--- src/rtl/mem_access_unit.sv ---
// mem_access_unit: MEM-stage load/store unit with read-modify-write sub-word stores
module mem_access_unit (
    input  logic        clk,
    input  logic        reset,
    input  logic        req_valid,
    input  logic        req_write,
    input  logic [1:0]  req_size,
    input  logic        req_unsigned,
    input  logic [31:0] req_addr,
    input  logic [31:0] req_wdata,
    output logic        stall,
    output logic [31:0] load_data,
    output logic        misalign,
    output logic        fault,
    output logic [31:0] fault_addr,
    output logic        mem_we,
    output logic        mem_worb,
    output logic [31:0] mem_a,
    output logic [31:0] mem_wd,
    input  logic [31:0] mem_rd
);
    typedef enum logic {IDLE, MERGE} state_t;
    state_t state, state_next;
    logic [31:0] merge_q, pend_q;
    logic is_word, is_half, is_byte, bad_align, go, rmw;
    logic [4:0] shamt;
    logic [31:0] lane_mask, merged, rd_shift;
    assign is_word   = req_size[1];
    assign is_half   = req_size == 2'b01;
    assign is_byte   = req_size == 2'b00;
    assign bad_align = (is_half & req_addr[0]) | (is_word & |req_addr[1:0]);
    assign misalign  = (state == IDLE) & req_valid & bad_align;
    assign go        = (state == IDLE) & req_valid & ~bad_align;
    assign rmw       = go & req_write & (is_half | (is_byte & |req_addr[1:0]));
    assign shamt     = {req_addr[1:0], 3'b000};
    assign lane_mask = (is_half ? 32'h0000_FFFF : 32'h0000_00FF) << shamt;
    assign merged    = (mem_rd & ~lane_mask) | ((req_wdata << shamt) & lane_mask);
    assign rd_shift  = mem_rd >> shamt;
    // state register
    always_ff @(posedge clk or posedge reset)
        if (reset) state <= IDLE;
        else       state <= state_next;
    // next state: a sub-word store needing a merge spends one cycle in MERGE
    always_comb state_next = rmw ? MERGE : IDLE;
    // outputs: MERGE replays the latched word, IDLE serves the live request
    always_comb begin
        stall     = rmw;
        mem_we    = (state == MERGE) | (go & req_write & ~rmw);
        mem_worb  = go & req_write & is_byte & ~|req_addr[1:0];
        mem_a     = (state == MERGE) ? pend_q : req_addr;
        mem_wd    = (state == MERGE) ? merge_q : req_wdata;
        load_data = !(go & ~req_write) ? 32'h0 :
                    is_word ? rd_shift :
                    is_half ? {{16{~req_unsigned & rd_shift[15]}}, rd_shift[15:0]} :
                              {{24{~req_unsigned & rd_shift[7]}}, rd_shift[7:0]};
    end
    // merge/pending capture and sticky first-fault record
    always_ff @(posedge clk or posedge reset)
        if (reset) begin
            merge_q    <= '0;
            pend_q     <= '0;
            fault      <= 1'b0;
            fault_addr <= '0;
        end else begin
            if (rmw) begin
                pend_q  <= {req_addr[31:2], 2'b00};
                merge_q <= merged;
            end
            if (misalign & ~fault) begin
                fault      <= 1'b1;
                fault_addr <= req_addr;
            end
        end
endmodule

--- config.mk ---
export PLATFORM = sky130hd
export DESIGN_NAME = mem_access_unit
export DESIGN_NICKNAME = d
export VERILOG_FILES = /design/src/rtl/mem_access_unit.sv
export SDC_FILE = /design/constraint.sdc
export NUM_CORES = 1
export LEC_CHECK = 0
export BUFFER_PORTS_ARGS = -buffer_cell sky130_fd_sc_hd__buf_4
export CAP_MARGIN = 10
export CORE_MARGIN = 5
export CORE_UTILIZATION = 45
export DETAILED_ROUTE_END_ITERATION = 12
export PLACE_DENSITY = 0.76
export SYNTH_ARGS = -nofsm -noshare
export SYNTH_HDL_FRONTEND = slang
export SYNTH_SLANG_ARGS = --single-unit
--- constraint.sdc ---
create_clock -name clk -period 3.8 [get_ports clk]
set_clock_uncertainty 0.2 [all_clocks]
set_input_delay 0.19 -clock clk [delete_from_list [all_inputs] [get_ports clk]]
set_output_delay 0.19 -clock clk [all_outputs]
set_load 0.02 [all_outputs]
# ---- Word level (Yosys, flattened, before mapping)
# Index checks and enable logic that the tools add are counted.
dict set report word_totals {
  register_bits 96
  output_inout_bits 133
  elab_cells 47
}
dict set report op_classes {
  n_eq_ne 1
  n_shift 3
  muxes 7
  n_bitwise 28
  reduce_logical 3
}
# cell n
set op_table {}
lappend op_table {{two-way mux 32 bit} 5}
lappend op_table {{bitwise AND 32 bit} 2}
lappend op_table {{inverter 32 bit} 1}
lappend op_table {{bitwise OR 32 bit} 1}
lappend op_table {{left shift 16 x 5 -> 32 bit} 1}
lappend op_table {{left shift 32 x 5 -> 32 bit} 1}
lappend op_table {{>> shifter 32 x 5 -> 32 bit} 1}
lappend op_table {{two-way mux 16 bit} 1}
lappend op_table {{bitwise AND 1 bit} 15}
lappend op_table {{inverter 1 bit} 6}
lappend op_table {{bitwise OR 1 bit} 3}
lappend op_table {{== test 2 x 1 -> 1 bit, second input constant} 1}
lappend op_table {{zero test 2 bit} 1}
lappend op_table {{OR reduction 2 bit} 1}
lappend op_table {{zero test 1 bit} 1}
lappend op_table {{two-way mux 1 bit} 1}

# ---- Logic depth before layout (Yosys ltp)
# Gate-level depths: netlist of the first run.
dict set report logic_depth {
  ltp_word 10
  mapped_depth 7
  mapped_depth_nobuf 5
}

# ---- Least setup slack after synthesis of the first run
# Ideal clock, no wire load.
dict set report synth_timing {
  path_kind {input to output}
  startpoint {in req_addr[1]}
  endpoint {out mem_worb}
  arrival_time_ns 1.631
  required_time_ns 3.410
  slack_ns 1.779
  stages 5
  n_path_buf 4
  cell_sequence {buf_2 buf_2 buf_2 clkbuf_1 nor4_1}
}
dict set report synth_between {
  elab_chain_cells 8
  word_cells_on_any_way 9
  cone_classes {bitwise: 7; reduce/logical: 2}
}
# item line_no
set synth_lines {}
lappend synth_lines {{start, declared} 9} ;# input logic [31:0] req_addr,
lappend synth_lines {{OR reduction 2 bit *} {31, 49}}
lappend synth_lines {{bitwise AND 1 bit} 31} ;# assign bad_align = (is_half & req_addr[0]) | (is_word & |req_addr[1:0]);
lappend synth_lines {{bitwise OR 1 bit} 31}
lappend synth_lines {{inverter 1 bit} 33} ;# assign go = (state == IDLE) & req_valid & ~bad_align;
lappend synth_lines {{bitwise AND 1 bit} 33}
lappend synth_lines {{bitwise AND 1 bit (2 in series)} 49} ;# mem_worb = go & req_write & is_byte & ~|req_addr[1:0];
lappend synth_lines {{bitwise AND 1 bit *} 49}
lappend synth_lines {{end, declared} 17} ;# output logic mem_worb,
# Every way passes the cells marked *; elsewhere a longest branch is shown, timed or not.

# ---- Worst setup path after layout of the first run
dict set report layout_timing {
  startpoint {reg state}
  endpoint {out stall}
}
dict set report layout_between {
  elab_chain_cells 5
}
# item line_no
set layout_lines {}
lappend layout_lines {{start, declared} 23} ;# state_t state, state_next;
lappend layout_lines {{start signal, assigned} 42} ;# else state <= state_next;
lappend layout_lines {{inverter 1 bit} 33}
lappend layout_lines {{bitwise AND 1 bit (2 in series)} 33}
lappend layout_lines {{bitwise AND 1 bit (2 in series)} 34} ;# assign rmw = go & req_write & (is_half | (is_byte & |req_addr[1:0]));
lappend layout_lines {{end, declared} 11} ;# output logic stall,
# Every way passes these cells.

==> results of run 1 <==
-- worst min-delay path: stages --
cell and delay, ns:
buf_4 0.10, mux2i_1 0.08, o21ai_0 0.14
-- placed cells by master (no fill, tap or decap), drive strengths merged, types with 2 or more instances in the layout --
| cell | count |
|---|---|
| dfrtp | 96 |
| nor2 | 28 |
| or2 | 4 |
| o21a | 8 |
| nand3b | 2 |
| nor2b | 12 |
| nor3 | 2 |
| buf | 240 |
| o22ai | 8 |
| nand2 | 132 |
| nand2b | 4 |
| mux2 | 102 |
| o31ai | 8 |
| a211oi | 14 |
| clkbuf | 10 |
| mux2i | 42 |
| inv | 4 |
| dlygate4sd3 | 62 |
| a21oi | 24 |
| bufinv | 4 |
| o21ai | 25 |
-- cell families (layout without fill, tap and decap cells) --
kind of cell	Yosys count	in the layout	synth area share
AO/OA/AOI/OAI	93	93	0.1040
buffers and inverters	47	320	0.04244
flip-flops	96	96	0.4266
multiplexers	144	144	0.2786
other	0	1	0
AND/OR/NAND/NOR	188	188	0.1484
-- power groups by stage --
| stage | Sequential (mW) | Combinational [mW] | Clock (mW) |
|---|---|---|---|
| after CTS | 1.37 | 1.07 | 1.14 |
| after global routing | 1.40 | 1.15 | 1.18 |
| final | 1.37 | 1.07 | 1.12 |
| after floorplan | 1.45 | 0.482 | 0 |
| after global placement | 1.37 | 0.984 | 0 |
| after detailed placement | 1.38 | 1.01 | 0 |
-- what timing repair did --
item | 4_1_cts | 5_1_grt
endpoints found under the setup margin | 0 | 0
hold endpoints to repair | 152 | 0
gates resized for setup | 0 | 0
hold buffers | 62 | 0
-- flip-flops by register name, indices dropped and copies added (netlist names) --
signal,cells
fault_addr,32
merge_q,32
pend_q,30
fault,1
state,1
-- metal layers --
metal  share of wire  GRT usage
met1            0.37     0.2850
met2            0.53     0.4565
met5               0          0
met3           0.047    0.05617
met4           0.044     0.1232
-- metrics by stage --
stage | worst slack (ns) | total power [mW]
after floorplan | 0.9046 | 1.933
after global placement | 1.355 | 2.356
after detailed placement | 1.317 | 2.392
after CTS | 1.153 | 3.576
after global routing | 1.006 | 3.731
final | 1.147 | 3.566
-- worst paths after layout --
path / slack [ns] / startpoint / to / depth (start not counted)
hold reg to reg: 0.27 / pend_q[5] / pend_q[5] / 2
hold / removal: 0.006 / mem_rd[26] / merge_q[26] / 3
min in group asynchronous: 0.42 / reset / fault_addr[16] / 3
setup / recovery: 1.15 / state / stall / 4
max in group asynchronous: 2.08 / reset / pend_q[22] / 4
setup reg to reg: 1.15 / state / merge_q[21] / 5
-- layout make-up --
class,count,area [um^2],area share
Multi-Input combinational cell,425,2992,0.3559
Timing Repair Buffer,302,2422,0.2881
Sequential cell,96,2404,0.2859
Clock buffer,10,229.0,0.02724
Tap cell,168,210.2,0.02500
Clock inverter,6,137.6,0.01637
Inverter,2,10.01,0.001191
Antenna cell,1,2.502,0.0002977
==> metrics.cfg, run 1 <==
[synthesis]
syn_avg_cell_area_um2 = 9.915
post-synth-top-area-fraction = 0.4266
netlist_area_um2 = 5632
synth_common_cells = nand2_1 (131), mux2_2 (101), dfrtp_1 (96)
synth_edf_count = 0
synth-seq-area-share = 0.4266
synth_nets = 671
synth-seq-cells = 96
yosysMostFrequentCell = nand2_1
synthDistinctLibCells = 40
syn_inst = 568
synth_flop_cell = dfrtp_1
async_reset_ff_frac = 1.000
synth_area_leaders = dfrtp_1 (43%), mux2_2 (20%), nand2_1 (8.7%), mux2i_1 (7.5%), buf_2 (2.3%)
synth_top_area_cell = dfrtp_1
yosys_warnings = 0

[cts]
cts_setup_buffers = 0
cts_buffer_depth = 2
insertion_delay_ns = 0.34
cts_root_buffer = clkbuf_16
cts.reportedPaths.clkPinSlew_ns = 0.07
htree_num_levels = 3
cts_inserted_buffers = 9
cts.sinks = 96
cts_tree = done

[global_route]
track_usage = 0.2545
grt_pass1_wl_um = 29750
grt-ovfl-total = 0
grt_max_degree = 95
grt_pass1_vias = 5751
antenna_found_initial = 1

[final_layout]
num-nets-final = 939
final_area_um2 = 8407
drive_gt1_frac = 0.4507
synthToLayoutAreaGrowth_pct = 49.28
n_fill_cell = 926
stdcell_count = 1010
final_util = 0.6913

[sta]
finalMaxSlewViolations = 0
setup_violations = 0
timing.slew.headroom = 0.3280
timing.final.crit_share = 0.6981
tns_ns = 0
rsz0062_at_grt = false
period_minus_slack_ns = 2.653
worstMarginPinSlew_ns = 1.007
hold_viol = 0
hold-worst-slack_ns = 0.005890
max_freq_mhz = 377.0

[power]
switchingPower_mw = 1.093
p_clk_frac = 0.315
share_comb_of_total_power = 0.300
peakVddDrop_uv = 271.9
p_int_mw = 2.473
switching_share = 0.3065
pwr_density_cell_nw_per_um2 = 424.2
power.leakage_nw = 4.090
power_frac_seq = 0.386

[worst_setup_path]
crit_slowest_cell = inv_1
critPathKind = reg -> out
slowest_delay_ns = 0.56
critPathTopFamily = buffers and inverters
path_buf_inv = 2
cp.required_ns = 3.41
critical_path_peak_fanout = 22
start_kind = flip-flop
end_kind = primary output
arrival_ns = 2.26
path_cells = nand3b_1 -> a2111o_2 -> inv_1 -> buf_4

[route]
drc_errors = 0
wl_per_cell_um = 18.58
drt-initial-drc-count = 376
drt-total-wl_um = 18760
dr.pass1.iters = 5
routed_via_density = 5.319
vias = 5372
ant_nets = 0

[floorplan]
die-width_um = 121.9
rows = 40
ios = 236
core_um2 = 12160
dieArea_um2 = 14850
die_h_um = 121.9
start_util = 0.4631

[placement]
place_congestion = 0.9479
portBuffers = 235
dp_cells = 931
place_area_um2 = 7417
hpwl_um = 13180

[flow_run]
cap_violations = 0

[hold_path]
hold_path.class = in -> reg

[outcome]
status = complete, no violations

Power figures use the tool's default switching activity.
==> run 2, diff against run 1 <==
==> constraint.sdc (replaced) <==
create_clock -name clk -period 2.7 [get_ports clk]
set_clock_uncertainty 0.2 [all_clocks]
set_input_delay 0.135 -clock clk [delete_from_list [all_inputs] [get_ports clk]]
set_output_delay 0.135 -clock clk [all_outputs]
set_load 0.02 [all_outputs]
==> metrics.cfg, run 2 (synthesis results as in run 1) <==
[flow_run]
cap_violations = 0

[global_route]
grt_pass1_wl_um = 30020
antenna_found_initial = 0
use_met1 = 0.2947
track_usage = 0.2567
grtUsageMet3 = 0.05710
gr-max-usage-layer = met2
grt_max_degree = 95
grt-ovfl-total = 0
grt_pass1_vias = 5873
use_met2 = 0.4548

[sta]
hold-worst-slack_ns = -0.01388
rsz0062_at_grt = false
max_freq_mhz = 387.6
period_minus_slack_ns = 2.580
tns_ns = 0
finalMaxSlewViolations = 0
fin_ws_ns = 0.1201
timing.slew.headroom = 0.4080
setup_violations = 0
timing.final.crit_share = 0.9555
hold_viol = 1
worstMarginPinSlew_ns = 0.8880

[outcome]
status = finished, violations left
violations = hold timing

[placement]
hpwl_um = 13480
place_congestion = 0.9594
place_ws_ns = 0.4068
portBuffers = 235
dp_cells = 935

[floorplan]
ios = 236
die_h_um = 121.9
rows = 40
die-width_um = 121.9
start_util = 0.4631
core_um2 = 12160
dieArea_um2 = 14850

[final_layout]
drive_gt1_frac = 0.4472
n_fill_cell = 916
synthToLayoutAreaGrowth_pct = 53.12
stdcell_count = 1030
layout_common_cells = buf_4 (241), nand2_1 (131), mux2_2 (101)
top_regs = fault_addr: 32 flops, merge_q: 32 flops, pend_q: 30 flops
final_util = 0.7091
mostFrequentLayoutCell = buf_4
num-nets-final = 959

[worst_setup_path]
critical_path_peak_fanout = 16
crit_slowest_cell = a211o_1
slowest_delay_ns = 0.46
end_kind = primary output
cp.required_ns = 2.37
start_kind = flip-flop
path_cells = nand2b_1 -> a211o_1 -> nand3b_4 -> a21oi_1 -> buf_4
critPathKind = reg -> out
arrival_ns = 2.24

[cts]
cts_inserted_buffers = 9
cts.sinks = 96
cts.reportedPaths.clkPinSlew_ns = 0.07
insertion_delay_ns = 0.34
cts_tree = done
cts_root_buffer = clkbuf_16
cts_buffer_depth = 2
htree_num_levels = 3
cts_setup_buffers = 0

[route]
drt-initial-drc-count = 395
drt-total-wl_um = 18920
routed_via_density = 5.301
drc_errors = 0
ant_nets = 0
vias = 5460
dr.pass1.iters = 4
wl_per_cell_um = 18.37

[power]
pwr_density_cell_nw_per_um2 = 574.7
power.leakage_nw = 4.180
peakVddDrop_uv = 523.8
power_mw = 4.956

[hold_path]
hold_path.class = in -> reg

-- run 2: cell count changes in the layout (fill, tap and decap cells not counted), sizes merged --
| cell | previous run | this run |
|---|---|---|
| dlygate4sd3 | 62 | 78 |
| clkinv | 0 | 1 |
| bufinv | 4 | 3 |
| inv | 4 | 2 |
| clkinvlp | 0 | 2 |
| buf | 240 | 244 |
-- run 2: worst paths after layout --
| path | start | end | slack [ns] | depth (start not counted) |
|---|---|---|---|---|
| max | state | load_data[26] | 0.12 | 5 |
| max in group asynchronous | reset | pend_q[4] | 1.41 | 4 |
| min | mem_rd[26] | merge_q[26] | -0.01 | 3 |
| max reg2reg | state | merge_q[18] | 0.14 | 5 |
| min reg2reg | pend_q[25] | pend_q[25] | 0.27 | 2 |
| min in group asynchronous | reset | merge_q[11] | 0.28 | 3 |
-- run 2: final cells by class --
cell class / count / area (um^2) / area share
diodes: 1 / 2.502 / 0.0002902
clock buffers: 10 / 239.0 / 0.02771
clock inverters: 6 / 115.1 / 0.01335
inverters: 2 / 11.26 / 0.001306
multi-input cells: 425 / 2997 / 0.3475
flip-flops and latches: 96 / 2404 / 0.2787
well taps: 168 / 210.2 / 0.02438
repair buffers: 322 / 2645 / 0.3067
-- run 2: worst max-delay path, delay by kind of cell, from the launching register on --
family          cells  cell delay, ns
compound gates      2            0.72
flops               1            0.41
buf+inv             1            0.18
simple gates        2            0.59
-- run 2: metrics by stage --
step	hold WS (ns)	area, um^2
finish	-0.01388	8623
global route	0.003402	8621
CTS	0.003600	8608
detailed placement	0.09215	7473
global placement	0.09456	7473
floorplan	0.04044	5635
-- run 2: routing by layer --
metal	part of all wire	wire [um]
met5	0	0
met4	0.040	765
met3	0.057	1069
met2	0.53	10000
met1	0.37	7082
-- run 2: report_power, final --
part / leakage [nW] / total, mW / switching (mW) / internal [mW]
Sequential: 1.20 / 1.93 / 0.178 / 1.75
Clock: 0.169 / 1.48 / 0.548 / 0.935
Combinational: 2.81 / 1.54 / 0.791 / 0.753
-- run 2: what timing repair did --
| action | in CTS | in global routing |
|---|---|---|
| gates resized for setup | 0 | 4 |
| endpoints found under the hold margin | 118 | 0 |
| setup endpoints to repair | 0 | 3 |
| hold buffers | 78 | 0 |
